==> src/rtl/serial_key_seq.sv <==
// -----------------------------------------------------------------------------
// serial_key_seq
//
// Serial key sequencer. The bus must first present a fixed sequence of
// challenge nibbles inside a decoded read window. Once the sequence is seen,
// the block serves a pseudo-random data bit stream from an LFSR, one bit per
// access. It relocks on a clear nibble or after MAX_BITS bits.
//
// Ports
//   clk       in   single clock, rising edge
//   rst       in   synchronous active-high reset
//   sser      in   serial-key select, active low
//   ba13      in   window decode bit (must be 0)
//   ba12      in   window decode bit (must be 1)
//   ba_nib    in   challenge nibble [NIB_W]
//   br_w      in   bus read strobe, 1 = read
//   sdrd      out  serial data bit (parity of masked key state)
//   sdrd_oe   out  drive enable for sdrd (access while unlocked)
//   unlocked  out  high while in RUN
//   state     out  current key state [STATE_W]
//   dbg_idx   out  current match index while locked (debug)
//   dbg_cnt   out  bits served in the current RUN session (debug)
//
// Handshake: there is no valid/ready pair here. An access is qualified
// purely by the decode term acc. Exactly one step is taken on the first
// rising edge of each access, however many cycles the access lasts.
// -----------------------------------------------------------------------------
module serial_key_seq #(
  parameter int                   STATE_W    = 6,
  parameter int                   NIB_W      = 4,
  parameter int                   SEQ_LEN    = 4,
  // Room for up to 8 entries. Entry i sits at [i*NIB_W +: NIB_W].
  parameter logic [8*NIB_W-1:0]   UNLOCK_KEY = (8*NIB_W)'(16'h5A3C),
  parameter logic [STATE_W-1:0]   SEED       = STATE_W'(6'b101001),
  parameter logic [STATE_W-1:0]   TAPS       = STATE_W'(6'b101001),
  parameter logic [STATE_W-1:0]   OUT_MASK   = STATE_W'(6'b101001),
  parameter logic [NIB_W-1:0]     CLR_NIB    = NIB_W'(4'hF),
  parameter int                   MAX_BITS   = 64
) (
  input  logic               clk,
  input  logic               rst,
  input  logic               sser,
  input  logic               ba13,
  input  logic               ba12,
  input  logic [NIB_W-1:0]   ba_nib,
  input  logic               br_w,
  output logic               sdrd,
  output logic               sdrd_oe,
  output logic               unlocked,
  output logic [STATE_W-1:0] state,
  output logic [2:0]         dbg_idx,
  output logic [15:0]        dbg_cnt
);

  localparam int CNT_W = $clog2(MAX_BITS + 1);
  localparam int IDX_W = (SEQ_LEN > 1) ? $clog2(SEQ_LEN) : 1;

  typedef enum logic {
    LOCKED = 1'b0,
    RUN    = 1'b1
  } fsm_t;

  fsm_t               fsm_q;
  logic [IDX_W-1:0]   idx_q;
  logic [CNT_W-1:0]   cnt_q;
  logic               acc_q;
  logic [STATE_W-1:0] state_q;
  logic               unlocked_q;

  logic               acc;
  logic               stp;
  logic [NIB_W-1:0]   key_cur;
  logic               nib_hit;
  logic               nib_first;
  logic               is_clr;
  logic               last_bit;
  logic [STATE_W-1:0] lfsr_next;

  // Qualified access and its rising-edge step strobe.
  assign acc = ~sser & ~ba13 & ba12 & br_w;
  assign stp = acc & ~acc_q;

  // Select the key nibble expected at the current match index.
  always_comb begin
    key_cur = '0;
    for (int i = 0; i < SEQ_LEN; i++) begin
      if (idx_q == IDX_W'(i)) begin
        key_cur = UNLOCK_KEY[i*NIB_W +: NIB_W];
      end
    end
  end

  assign nib_hit   = (ba_nib == key_cur);
  // After a mismatch the nibble may still be the start of a new attempt.
  assign nib_first = (ba_nib == UNLOCK_KEY[NIB_W-1:0]);
  assign is_clr    = (ba_nib == CLR_NIB);
  assign last_bit  = (cnt_q == CNT_W'(MAX_BITS - 1));
  assign lfsr_next = {state_q[STATE_W-2:0], ^(state_q & TAPS)};

  always_ff @(posedge clk) begin
    if (rst) begin
      fsm_q      <= LOCKED;
      idx_q      <= '0;
      cnt_q      <= '0;
      acc_q      <= 1'b0;
      state_q    <= SEED;
      unlocked_q <= 1'b0;
    end else begin
      acc_q <= acc;
      if (stp) begin
        case (fsm_q)
          LOCKED: begin
            state_q <= SEED;
            if (nib_hit) begin
              if (idx_q == IDX_W'(SEQ_LEN - 1)) begin
                fsm_q      <= RUN;
                unlocked_q <= 1'b1;
                cnt_q      <= '0;
                idx_q      <= '0;
              end else begin
                idx_q <= idx_q + 1'b1;
              end
            end else begin
              idx_q <= nib_first ? IDX_W'(1) : '0;
            end
          end
          RUN: begin
            // The final bit still advances the LFSR, but the relock that
            // follows reloads SEED on the same edge, so only SEED is seen.
            if (is_clr || last_bit) begin
              fsm_q      <= LOCKED;
              unlocked_q <= 1'b0;
              idx_q      <= '0;
              cnt_q      <= '0;
              state_q    <= SEED;
            end else begin
              state_q <= lfsr_next;
              cnt_q   <= cnt_q + 1'b1;
            end
          end
          default: begin
            fsm_q      <= LOCKED;
            unlocked_q <= 1'b0;
            idx_q      <= '0;
            cnt_q      <= '0;
            state_q    <= SEED;
          end
        endcase
      end
    end
  end

  // The data bit is the pre-advance value, since state only moves on the edge.
  assign sdrd     = ^(state_q & OUT_MASK);
  assign sdrd_oe  = acc & unlocked_q;
  assign unlocked = unlocked_q;
  assign state    = state_q;
  assign dbg_idx  = 3'(idx_q);
  assign dbg_cnt  = 16'(cnt_q);

endmodule

==> config.mk <==
export PLATFORM = sky130hd
export DESIGN_NAME = serial_key_seq
export DESIGN_NICKNAME = d
export VERILOG_FILES = /design/src/rtl/serial_key_seq.sv
export SDC_FILE = /design/constraint.sdc
export NUM_CORES = 1
export LEC_CHECK = 0
export CAP_MARGIN = 20
export CORE_MARGIN = 2
export CORE_UTILIZATION = 44
export DETAILED_ROUTE_END_ITERATION = 6
export PLACE_DENSITY = 0.79
export SLEW_MARGIN = 20
export SYNTH_ARGS = -nofsm -noshare
export SYNTH_HDL_FRONTEND = slang
export SYNTH_SLANG_ARGS = --single-unit
==> constraint.sdc <==
create_clock -name clk -period 2.4 [get_ports clk]
set_input_delay 0.48 -clock clk [delete_from_list [all_inputs] [get_ports clk]]
set_output_delay 0.48 -clock clk [all_outputs]
set_load 0.005 [all_outputs]
== Yosys cells after proc, flatten, opt, wreduce, memory -nomap -nowiden ==
Index checks and enable logic that the tools add are counted.

* Divide/modulo/power cells: 0
* Reduce and logical (&&, ||, !) cells: 6
* Multipliers: 0
* Muxes and demuxes: 23
* $add $sub $neg: 2
* Magnitude comparators: 0
* Equality and inequality tests: 10
* Shift-type cells: 0
* Bitwise gates (word level): 9

{| class="wikitable"
|+ Operators with widths
! operator !! count
|-
| 7-bit 2-to-1 mux || 3
|-
| 4-bit 2-to-1 mux || 4
|-
| 7-bit one-hot mux with 2 select lines || 1
|-
| 6-bit one-hot mux with 2 select lines || 1
|-
| 4-bit equality test (second input constant) || 2
|-
| 7-bit by 1-bit adder with 7-bit output (second input constant) || 1
|-
| 7-bit by 6-bit equality test with 1-bit output (second input constant) || 1
|-
| 1-bit 2-to-1 mux || 7
|-
| 2-bit 2-to-1 mux || 3
|-
| 6-bit 2-to-1 mux || 1
|-
| 6-bit parity || 1
|-
| 1-bit AND || 5
|-
| 2-bit equality test (second input constant) || 2
|-
| 4-bit equality test || 1
|-
| 2-bit != test (second input constant) || 2
|-
| 1-bit inverter || 4
|-
| 1-bit one-hot mux with 2 select lines || 2
|-
| 2-bit one-hot mux with 2 select lines || 1
|-
| 4-bit AND reduction || 1
|-
| 3-bit AND reduction || 1
|-
| 2-bit by 1-bit adder with 2-bit output (second input constant) || 1
|-
| 2-bit by 1-bit equality test with 1-bit output (second input constant) || 1
|-
| 2-bit logical NOT || 1
|-
| 2-bit by 1-bit != test with 1-bit output (second input constant) || 1
|-
| 2 further kinds || 2
|}

* Memories kept: 0
* Logic and storage cells: 56
* ROM bits: 0
* Memory bits (writable): 0
* Bits of input ports: 10
* Output and inout port bits: 28
* Register bits after elaboration: 18
* Latch bits: 0

== Logic depth before layout (Yosys ltp) ==
Gate-level depths: netlist of the first run.

* Depth in word-level cells: 8
* Mapped depth: 7
* Depth with buffers taken out: 7

== Worst setup path before layout of the first run ==
Ideal clock, no wire load.

* Path type: reg-to-reg
* Start: register idx_q[0]
* End: register cnt_q[6]
* Arrival time: 1881 ps
* Path buffers: 0
* Clock period less this slack: 1997 ps
* Slack: 403 ps
* Stages on the path, launching flop included: 7
* Required time: 2284 ps
* Library setup time: 116 ps
* Path through: dfxtp_1 -> inv_1 -> ha_1 -> or3b_1 -> a21oi_1 -> o21ai_1 -> o211a_1

* Longest elaborated chain between the ends: 8
* Elaborated cells on any way between the ends: 12
* Classes of those cells: 6 x eq/ne; 4 x mux; 2 x reduce/logical

{| class="wikitable"
|+ Ends and longest elaborated chain
! item !! line !! text
|-
| from (decl) || 64 || <nowiki>logic [IDX_W-1:0] idx_q;</nowiki>
|-
| from (signal assigned) || 121 || <nowiki>idx_q <= idx_q + 1'b1;</nowiki>
|-
| from (signal assigned) || 124 || <nowiki>idx_q <= nib_first ? IDX_W'(1) : '0;</nowiki>
|-
| 2-bit logical NOT || 87 || <nowiki>if (idx_q == IDX_W'(i)) begin</nowiki>
|-
| 4-bit 2-to-1 mux (4 in series) || 87 ||
|-
| 4-bit equality test || 93 || <nowiki>assign nib_hit = (ba_nib == key_cur);</nowiki>
|-
| 2-bit != test (no line) || n/a ||
|-
| 3-bit AND reduction (no line) * || n/a ||
|-
| to (signal assigned) || 138 || <nowiki>cnt_q <= cnt_q + 1'b1;</nowiki>
|-
| to (decl) || 65 || <nowiki>logic [CNT_W-1:0] cnt_q;</nowiki>
|}

Mark *: on every way between the ends. The rest lies on a longest branch, timed or not.
A chain may end at the register's enable or synchronous reset.

== Worst setup path in the final report of the first run ==
* Start: input sser
* End: output sdrd_oe

* Longest elaborated chain between the ends: 5

{| class="wikitable"
|+ Ends and longest elaborated chain
! item !! line !! text
|-
| from (decl) || 42 || <nowiki>input logic sser,</nowiki>
|-
| 1-bit inverter || 80 || <nowiki>assign acc = ~sser & ~ba13 & ba12 & br_w;</nowiki>
|-
| 1-bit AND (3 in series) || 80 ||
|-
| 1-bit AND || 155 || <nowiki>assign sdrd_oe = acc & unlocked_q;</nowiki>
|-
| to (decl) || 48 || <nowiki>output logic sdrd_oe,</nowiki>
|}

Every way passes these cells.

==> results of run 1 <==
per-stage QoR:
| step | cells | hold WS, ns | util | total power [W] | setup slack, ns |
|---|---|---|---|---|---|
| after global routing | 191 | 0.505 | 0.579 | 0.000595 | 0.0279 |
| after floorplan | 141 | 0.475 | - | 0.000364 | 0.403 |
| after CTS | 191 | 0.490 | 0.579 | 0.000578 | 0.0964 |
| after detailed placement | 187 | 0.475 | 0.564 | 0.000388 | 0.0999 |
| final | 191 | 0.488 | 0.579 | 0.000572 | 0.0933 |
| after global placement | 187 | 0.471 | 0.564 | 0.000385 | 0.133 |
final cells by class:
class	count	area, um2
multi-input combinational	104	647
fill	229	1010
inverter	4	15.0
clock buffer	4	36.3
sequential	18	360
timing repair buffer	31	300
tap	30	37.5
Yosys cell counts (all sizes together) (3+ instances only):
cell type,instances
buf,13
nand3b,3
xnor2,3
ha,5
dfxtp,18
nor3,8
nor2,13
nand2,13
a21oi,8
mux2i,3
o21ai,4
nand3,6
inv,4
worst paths after layout:
path | start | end | slack, ns | depth (start not counted)
worst min-delay path | cnt_q[6] | cnt_q[6] | 0.49 | 1
worst max register to register | idx_q[0] | idx_q[0] | 0.20 | 6
worst min register to register | cnt_q[6] | cnt_q[6] | 0.49 | 1
worst max-delay path | sser | sdrd_oe | 0.09 | 4
layer usage:
metal  global-route usage  part of all wire  vias to the layer above
met1                0.213              0.42                      493
met3               0.0639             0.049                        0
met4               0.0342                 0                        0
met5                    0                 0                        -
li1                     -                 -                      506
met2                0.352              0.53                       29
sequential cells by signal, summed over array words and instances, names as in the netlist:
signal and flops:
cnt_q 7, state 6, idx_q 2, acc_q 1, fsm_q 1, unlocked 1
where the power goes:
part | internal [W] | switching (W) | leakage, nW | total (W)
Clock | 0.0000926 | 0.0000983 | 0.0210 | 0.000191
Sequential | 0.000303 | 0.00000509 | 0.146 | 0.000308
Combinational | 0.0000372 | 0.0000366 | 0.386 | 0.0000738
Total | 0.000432 | 0.000140 | 0.552 | 0.000572
kinds of logic (layout without fill, tap and decap cells):
kind of cell	Yosys count	in the layout	share of synthesized area
mux	3	3	0.0276
buf+inv	19	39	0.106
other cells	1	10	0.00344
fa+ha+maj	5	5	0.0575
simple gates	57	57	0.278
compound gates	24	24	0.156
flops	18	18	0.331
xor+xnor	5	5	0.0402
==> flow_summary.yaml, run 1 <==
drt:
  dr.pass1.iters: 4
  routed_wl_um: 2470
  viasPerCell: 5.38
  drc: 0
  antenna_left: 0
  wl_per_cell_um: 12.9
  drt_iter0_markers: 20
  routed-via-count: 1028
worst_setup_path:
  max_stage_delay_ns: 0.49
  crit_path_cell_trace: "clkdlybuf4s50_1 -> and4bb_2 -> and2_1 -> clkdlybuf4s50_1"
  critPathMaxFanout: 2
  cpMostUsedCell: "clkdlybuf4s50_1"
  worstSetupPathType: "in -> out"
  required_ns: 1.92
  end_kind: "output pin"
  path_buf_inv: 2
  crit_path_start_kind: "primary input"
  critPathTopFamily: "buffers and inverters"
  slowest_stage: "clkdlybuf4s50_1"
  crit_arrival_ns: 1.83
floorplanning:
  ios: 38
  die_x_um: 53.7
  die_y_um: 53.7
  core-area_um2: 2410
  initial_core_util: 0.452
  die_area_um2: 2890
  rows: 18
cts:
  htreeDepth: 1
  ctsResizeCount: 0
  root_buffer: "clkbuf_4"
  cts_num_sinks: 18
  clk_pin_slew_worst_paths_ns: 0.11
  clk_path_buf_depth: 2
  clk_latency_ns: 0.30
  hold_buffers: 0
  tritoncts: "done"
  cts_setup_buffers: 0
  cts_buffers: 3
power:
  power.density_nw_per_um2: 410
  ir_drop_mv: 0.383
  power.leakage_nw: 0.552
finish:
  syn2layout_area_growth_pct: 28.3
  layout_common_cells: "clkdlybuf4s50_1, dfxtp_1, nor2_1, nand2_1, conb_1"
  final_cell_area_um2: 1400
  diodes: 0
  layout.cells.most_common: "clkdlybuf4s50_1"
  layout-drive-gt1-share: 0.0807
  nNetsFinal: 177
sta:
  skew_ns: 0.00400
  period_share: 0.961
  slew_headroom: 0.592
  period_minus_slack_ns: 2.31
  worst_slew_pin_slew_ns: 0.611
  hold_violations: 0
  setup_viol: 0
  slew_violations: 0
  rsz0062_at_grt: "no"
  fmax_ghz: 0.434
  setup_tns_ns: 0
grt:
  grt_max_degree: 17
  grt_use_total: 0.191
  grt_pass1_vias: 979
  overflow: 0
  antenna_found_initial: 0
  grt_pass1_wl_um: 4040
logic_synthesis:
  synth.top_cell.area_share: 0.331
  synth_area_leaders: "dfxtp_1, buf_4, ha_1"
  netlist_area_um2: 1090
  yosysTopAreaCell: "dfxtp_1"
  synth.avg_cell_area_um2: 8.25
  synthArstFlopShare: 0
  synth-edff-count: 0
  synth_seq_cells: 18
  synthFlopType: "dfxtp_1"
  ys_warn_count: 0
  synthesis.instances: 132
  synth.distinct_cells: 39
  yosysSeqAreaShare: 0.331
place:
  port_buffers: 27
  placed_cell_area_um2: 1360
  dp_hpwl_um: 1920
  finalWeightedCongestion: 0.817
flow_run:
  cap_violations: 0
worst_hold_path:
  hold_path.class: "reg -> reg"
outcome:
  status: "complete, no violations"
No activity file was read; power rests on OpenSTA's default activity.
==> run 2, diff against run 1 <==
--- a/config.mk
+++ b/config.mk
@@ -7,9 +7,11 @@
 export LEC_CHECK = 0
 export CAP_MARGIN = 20
 export CORE_MARGIN = 2
-export CORE_UTILIZATION = 44
+export CORE_UTILIZATION = 45
+export CTS_CLUSTER_DIAMETER = 200
 export DETAILED_ROUTE_END_ITERATION = 6
-export PLACE_DENSITY = 0.79
+export DONT_BUFFER_PORTS = 1
+export PLACE_DENSITY = 0.61
 export SLEW_MARGIN = 20
 export SYNTH_ARGS = -nofsm -noshare
 export SYNTH_HDL_FRONTEND = slang
==> run 2 against run 1 <==
  * Hold slack lost 0.26 ns
  * Register-to-register slack is essentially flat
  * Clock power is essentially flat
  * Cell count shrank 16%
  * Clock-buffer cell count is the same
  * Setup slack gained 0.099 ns
  * Highest routed layer is now met4
  * Power shrank 5.9%
  * Combinational power shrank 45%
==> flow_summary.yaml, run 2 (synthesis gave the netlist of run 1 again) <==
finish:
  diodes: 0
  num-fill-cells: 230
  largest_reg_flops: 7
  layout.cells.most_common: "dfxtp_1"
  syn2layout_area_growth_pct: 2.53
  layout-drive-gt1-share: 0.0902
  regMostFlops: "cnt_q"
  layout_common_cells: "dfxtp_1, nor2_1, nand2_1, conb_1"
  nNetsFinal: 149
cts:
  tritoncts: "done"
  ctsResizeCount: 0
  clk_latency_ns: 0.30
  cts_setup_buffers: 0
  cts_num_sinks: 18
  root_buffer: "clkbuf_4"
  clk_path_buf_depth: 2
  clk_pin_slew_worst_paths_ns: 0.10
  cts_buffers: 3
  htreeDepth: 1
  hold_buffers: 0
drt:
  wl_met1_um: 1010
  dr_wl_met2_um: 989
  antenna_left: 0
  wl_per_cell_um: 13.9
  drc: 0
  dr.pass1.iters: 4
  routed_wl_um: 2230
  top_layer: "met4"
  routed-via-count: 915
  viasPerCell: 5.68
  drt_iter0_markers: 14
  wl_met3_um: 207
worst_setup_path:
  required_ns: 2.61
  crit_path_start_kind: "register"
  critPathMaxFanout: 6
  end_kind: "register"
  crit_arrival_ns: 2.42
  worstSetupPathType: "reg -> reg"
  worstRegToRegCells: 6
worst_hold_path:
  hold_path.class: "in -> reg"
  hold_depth: 1
flow_run:
  cap_violations: 0
power:
  power.leakage_nw: 0.446
  total_power_w: 0.000539
  ir_drop_mv: 0.377
  power.density_nw_per_um2: 483
floorplanning:
  core-area_um2: 2250
  die_x_um: 53.2
  ios: 38
  rows: 17
  die_area_um2: 2830
  die_y_um: 53.2
  initial_core_util: 0.483
grt:
  grt_use_total: 0.181
  grt_pass1_vias: 851
  overflow: 0
  grt_max_degree: 17
  grt_pass1_wl_um: 3730
  antenna_found_initial: 0
sta:
  worst_slew_pin_slew_ns: 0.493
  skew_ns: 0.00348
  fmax_ghz: 0.453
  setup_tns_ns: 0
  setup_viol: 0
  slew_violations: 0
  period_share: 0.920
  period_minus_slack_ns: 2.21
  slew_headroom: 0.669
  rsz0062_at_grt: "no"
  hold_violations: 0
outcome:
  status: "complete, no violations"
place:
  port_buffers: 0
  dp_hpwl_um: 1660
  finalWeightedCongestion: 0.924
## run 2: cell types whose count changed in the layout (fill, tap and decap cells not counted), sizes merged
cell / previous run / this run
buf: 4 / 3
clkdlybuf4s50: 27 / 0
## run 2: layer usage
layer	global-route usage	up-vias
met5	0	-
met4	0.0513	0
met3	0.0763	4
met2	0.275	38
met1	0.234	421
li1	-	452
## run 2: stage by stage
| stage | util | hold WS [ns] | worst slack [ns] | cells | area (um2) |
|---|---|---|---|---|---|
| global placement | 0.479 | 0.491 | 0.312 | 157 | 1080 |
| detailed placement | 0.479 | 0.499 | 0.211 | 157 | 1080 |
| global route | 0.495 | 0.212 | 0.0118 | 161 | 1120 |
| floorplan | - | 0.475 | 0.403 | 141 | 1120 |
| CTS | 0.495 | 0.229 | 0.181 | 161 | 1120 |
| finish | 0.495 | 0.233 | 0.192 | 161 | 1120 |
## run 2: final timing paths
kind                 start  slack, ns       end
setup / recovery  idx_q[0]       0.19  idx_q[0]
hold reg to reg   cnt_q[6]       0.51  cnt_q[6]
setup reg to reg  idx_q[0]       0.19  idx_q[0]
hold / removal         rst       0.23     fsm_q
## run 2: layout make-up
class,instances,area (um2),area share
clock buffer,4,36.3,0.0325
inverter,4,15.0,0.0135
multi-input combinational,104,647,0.580
sequential,18,360,0.323
tap,28,35.0,0.0314
timing repair buffer,3,22.5,0.0202
## run 2: power breakdown
part,internal [W],switching (W)
Clock,0.0000927,0.0000972
Combinational,0.0000171,0.0000235
Sequential,0.000303,0.00000552
## run 2: critical path, stage by stage (launching register included)
cell and delay (ns):
dfxtp_1 0.47, inv_1 0.10, ha_1 0.34, or3b_1 0.40, a2111oi_2 0.38, nand3b_1 0.14, a311oi_2 0.29
==> run 3, diff against run 2 <==
==> constraint.sdc (replaced) <==
create_clock -name clk -period 2.2 [get_ports clk]
set_input_delay 0.44 -clock clk [delete_from_list [all_inputs] [get_ports clk]]
set_output_delay 0.44 -clock clk [all_outputs]
set_load 0.005 [all_outputs]
==> run 3 against run 2 <==
  * Sequential share of layout area shrank 0.39 points
  * Via count grew 3.3%
  * Power grew 10%
==> flow_summary.yaml, run 3 (synthesis gave the netlist of run 1 again) <==
grt:
  grt_pass1_vias: 890
  grt_pass1_wl_um: 3740
  grt_max_degree: 17
  grt_use_total: 0.185
  antenna_found_initial: 0
  overflow: 0
worst_setup_path:
  end_kind: "register"
  critPathMaxFanout: 4
  r2r-end: "idx_q[0]"
  worstRegToRegCells: 6
  crit_arrival_ns: 2.26
  r2r_start: "idx_q[1]"
  crit_path_cell_trace: "inv_1 -> ha_1 -> or3b_1 -> a2111oi_2 -> nand3b_1 -> a311oi_2"
  required_ns: 2.42
  critPathTopFamily: "compound AO/OA/AOI/OAI gates"
  path_buf_inv: 1
  crit_path_start_kind: "register"
  worstSetupPathType: "reg -> reg"
  regToRegSetupSlack_ns: 0.16
  slowest_stage: "or3b_1"
  max_stage_delay_ns: 0.40
floorplanning:
  die_area_um2: 2830
  core-area_um2: 2250
  die_x_um: 53.2
  ios: 38
  rows: 17
  die_y_um: 53.2
  initial_core_util: 0.483
finish:
  nNetsFinal: 151
  layout.cells.most_common: "dfxtp_1"
  regMostFlops: "cnt_q"
  diodes: 0
  layout_common_cells: "dfxtp_1, nor2_1, nand2_1, conb_1"
  layout-drive-gt1-share: 0.119
  final_util: 0.503
  syn2layout_area_growth_pct: 4.14
  num-fill-cells: 248
  largest_reg_flops: 7
sta:
  setup_tns_ns: 0
  period_minus_slack_ns: 2.04
  rsz0062_at_grt: "no"
  setup_viol: 0
  hold_violations: 0
  fmax_ghz: 0.489
  worst_slew_pin_slew_ns: 0.497
  skew_ns: 0.00574
  slew_violations: 0
  slew_headroom: 0.666
  period_share: 0.929
cts:
  clk_pin_slew_worst_paths_ns: 0.11
  hold_buffers: 0
  cts_setup_buffers: 0
  clk_latency_ns: 0.30
  clk_path_buf_depth: 2
  cts_buffers: 3
  root_buffer: "clkbuf_4"
  tritoncts: "done"
  htreeDepth: 1
  ctsResizeCount: 0
  cts_num_sinks: 18
power:
  power.density_nw_per_um2: 523
  ir_drop_mv: 0.464
  power.leakage_nw: 0.459
drt:
  drt_iter0_markers: 13
  wl_per_cell_um: 14.4
  dr.pass1.iters: 6
  routed-via-count: 945
  viasPerCell: 5.80
  antenna_left: 0
  routed_wl_um: 2340
  drc: 0
worst_hold_path:
  hold_path.class: "in -> reg"
  hold_start: "rst"
  hold_depth: 1
  hold_end: "cnt_q[3]"
flow_run:
  cap_violations: 0
place:
  dp_hpwl_um: 1790
  finalWeightedCongestion: 0.895
  port_buffers: 0
outcome:
  status: "complete, no violations"
-- run 3: final cells by class --
type | instances | area (um2) | area share
Clock buffer | 4 | 36.3 | 0.0320
Multi-Input combinational cell | 104 | 648 | 0.572
Timing Repair Buffer | 5 | 37.5 | 0.0331
Tap cell | 28 | 35.0 | 0.0309
Sequential cell | 18 | 362 | 0.319
Inverter | 4 | 15.0 | 0.0132
-- run 3: worst reg2reg max path, cell delays in order (launching register included) --
cell and delay [ns]:
dfxtp_2 0.38, inv_1 0.07, ha_1 0.32, or3b_1 0.40, a2111oi_2 0.40, nand3b_1 0.14, a311oi_2 0.26
-- run 3: per-layer routing --
metal	up-vias	GRT usage	wire, um
met2	35	0.319	1130
li1	458	-	-
met4	0	0.0256	10
met3	2	0.0734	186
met5	-	0	0
met1	450	0.220	1020
-- run 3: worst max-delay path by stage --
| stage | to | startpoint | cells past startpoint |
|---|---|---|---|
| after floorplan | cnt_q[6] | idx_q[0] | 6 |
| after global placement | idx_q[0] | idx_q[1] | 6 |
| after detailed placement | idx_q[0] | idx_q[1] | 6 |
| after CTS | idx_q[0] | idx_q[1] | 6 |
| after global routing | idx_q[0] | idx_q[0] | 6 |
| final | idx_q[0] | idx_q[1] | 6 |
-- run 3: where the power goes --
group / total, W / internal (W) / switching, W / leakage (nW)
clock: 0.000210 / 0.000101 / 0.000109 / 0.0210
sequential: 0.000335 / 0.000330 / 0.00000524 / 0.146
combinational: 0.0000469 / 0.0000197 / 0.0000272 / 0.292
total: 0.000593 / 0.000451 / 0.000142 / 0.459
-- run 3: metrics by stage --
step / hold slack, ns / setup slack, ns / std cells / power [W] / cell area (um2)
after global placement: 0.488 / 0.223 / 159 / 0.000388 / 1090
after detailed placement: 0.493 / 0.113 / 159 / 0.000390 / 1090
final: 0.192 / 0.156 / 163 / 0.000593 / 1130
after floorplan: 0.475 / 0.203 / 141 / 0.000397 / 1120
after global routing: 0.175 / 0.0411 / 163 / 0.000615 / 1130
after CTS: 0.187 / 0.0844 / 163 / 0.000596 / 1130
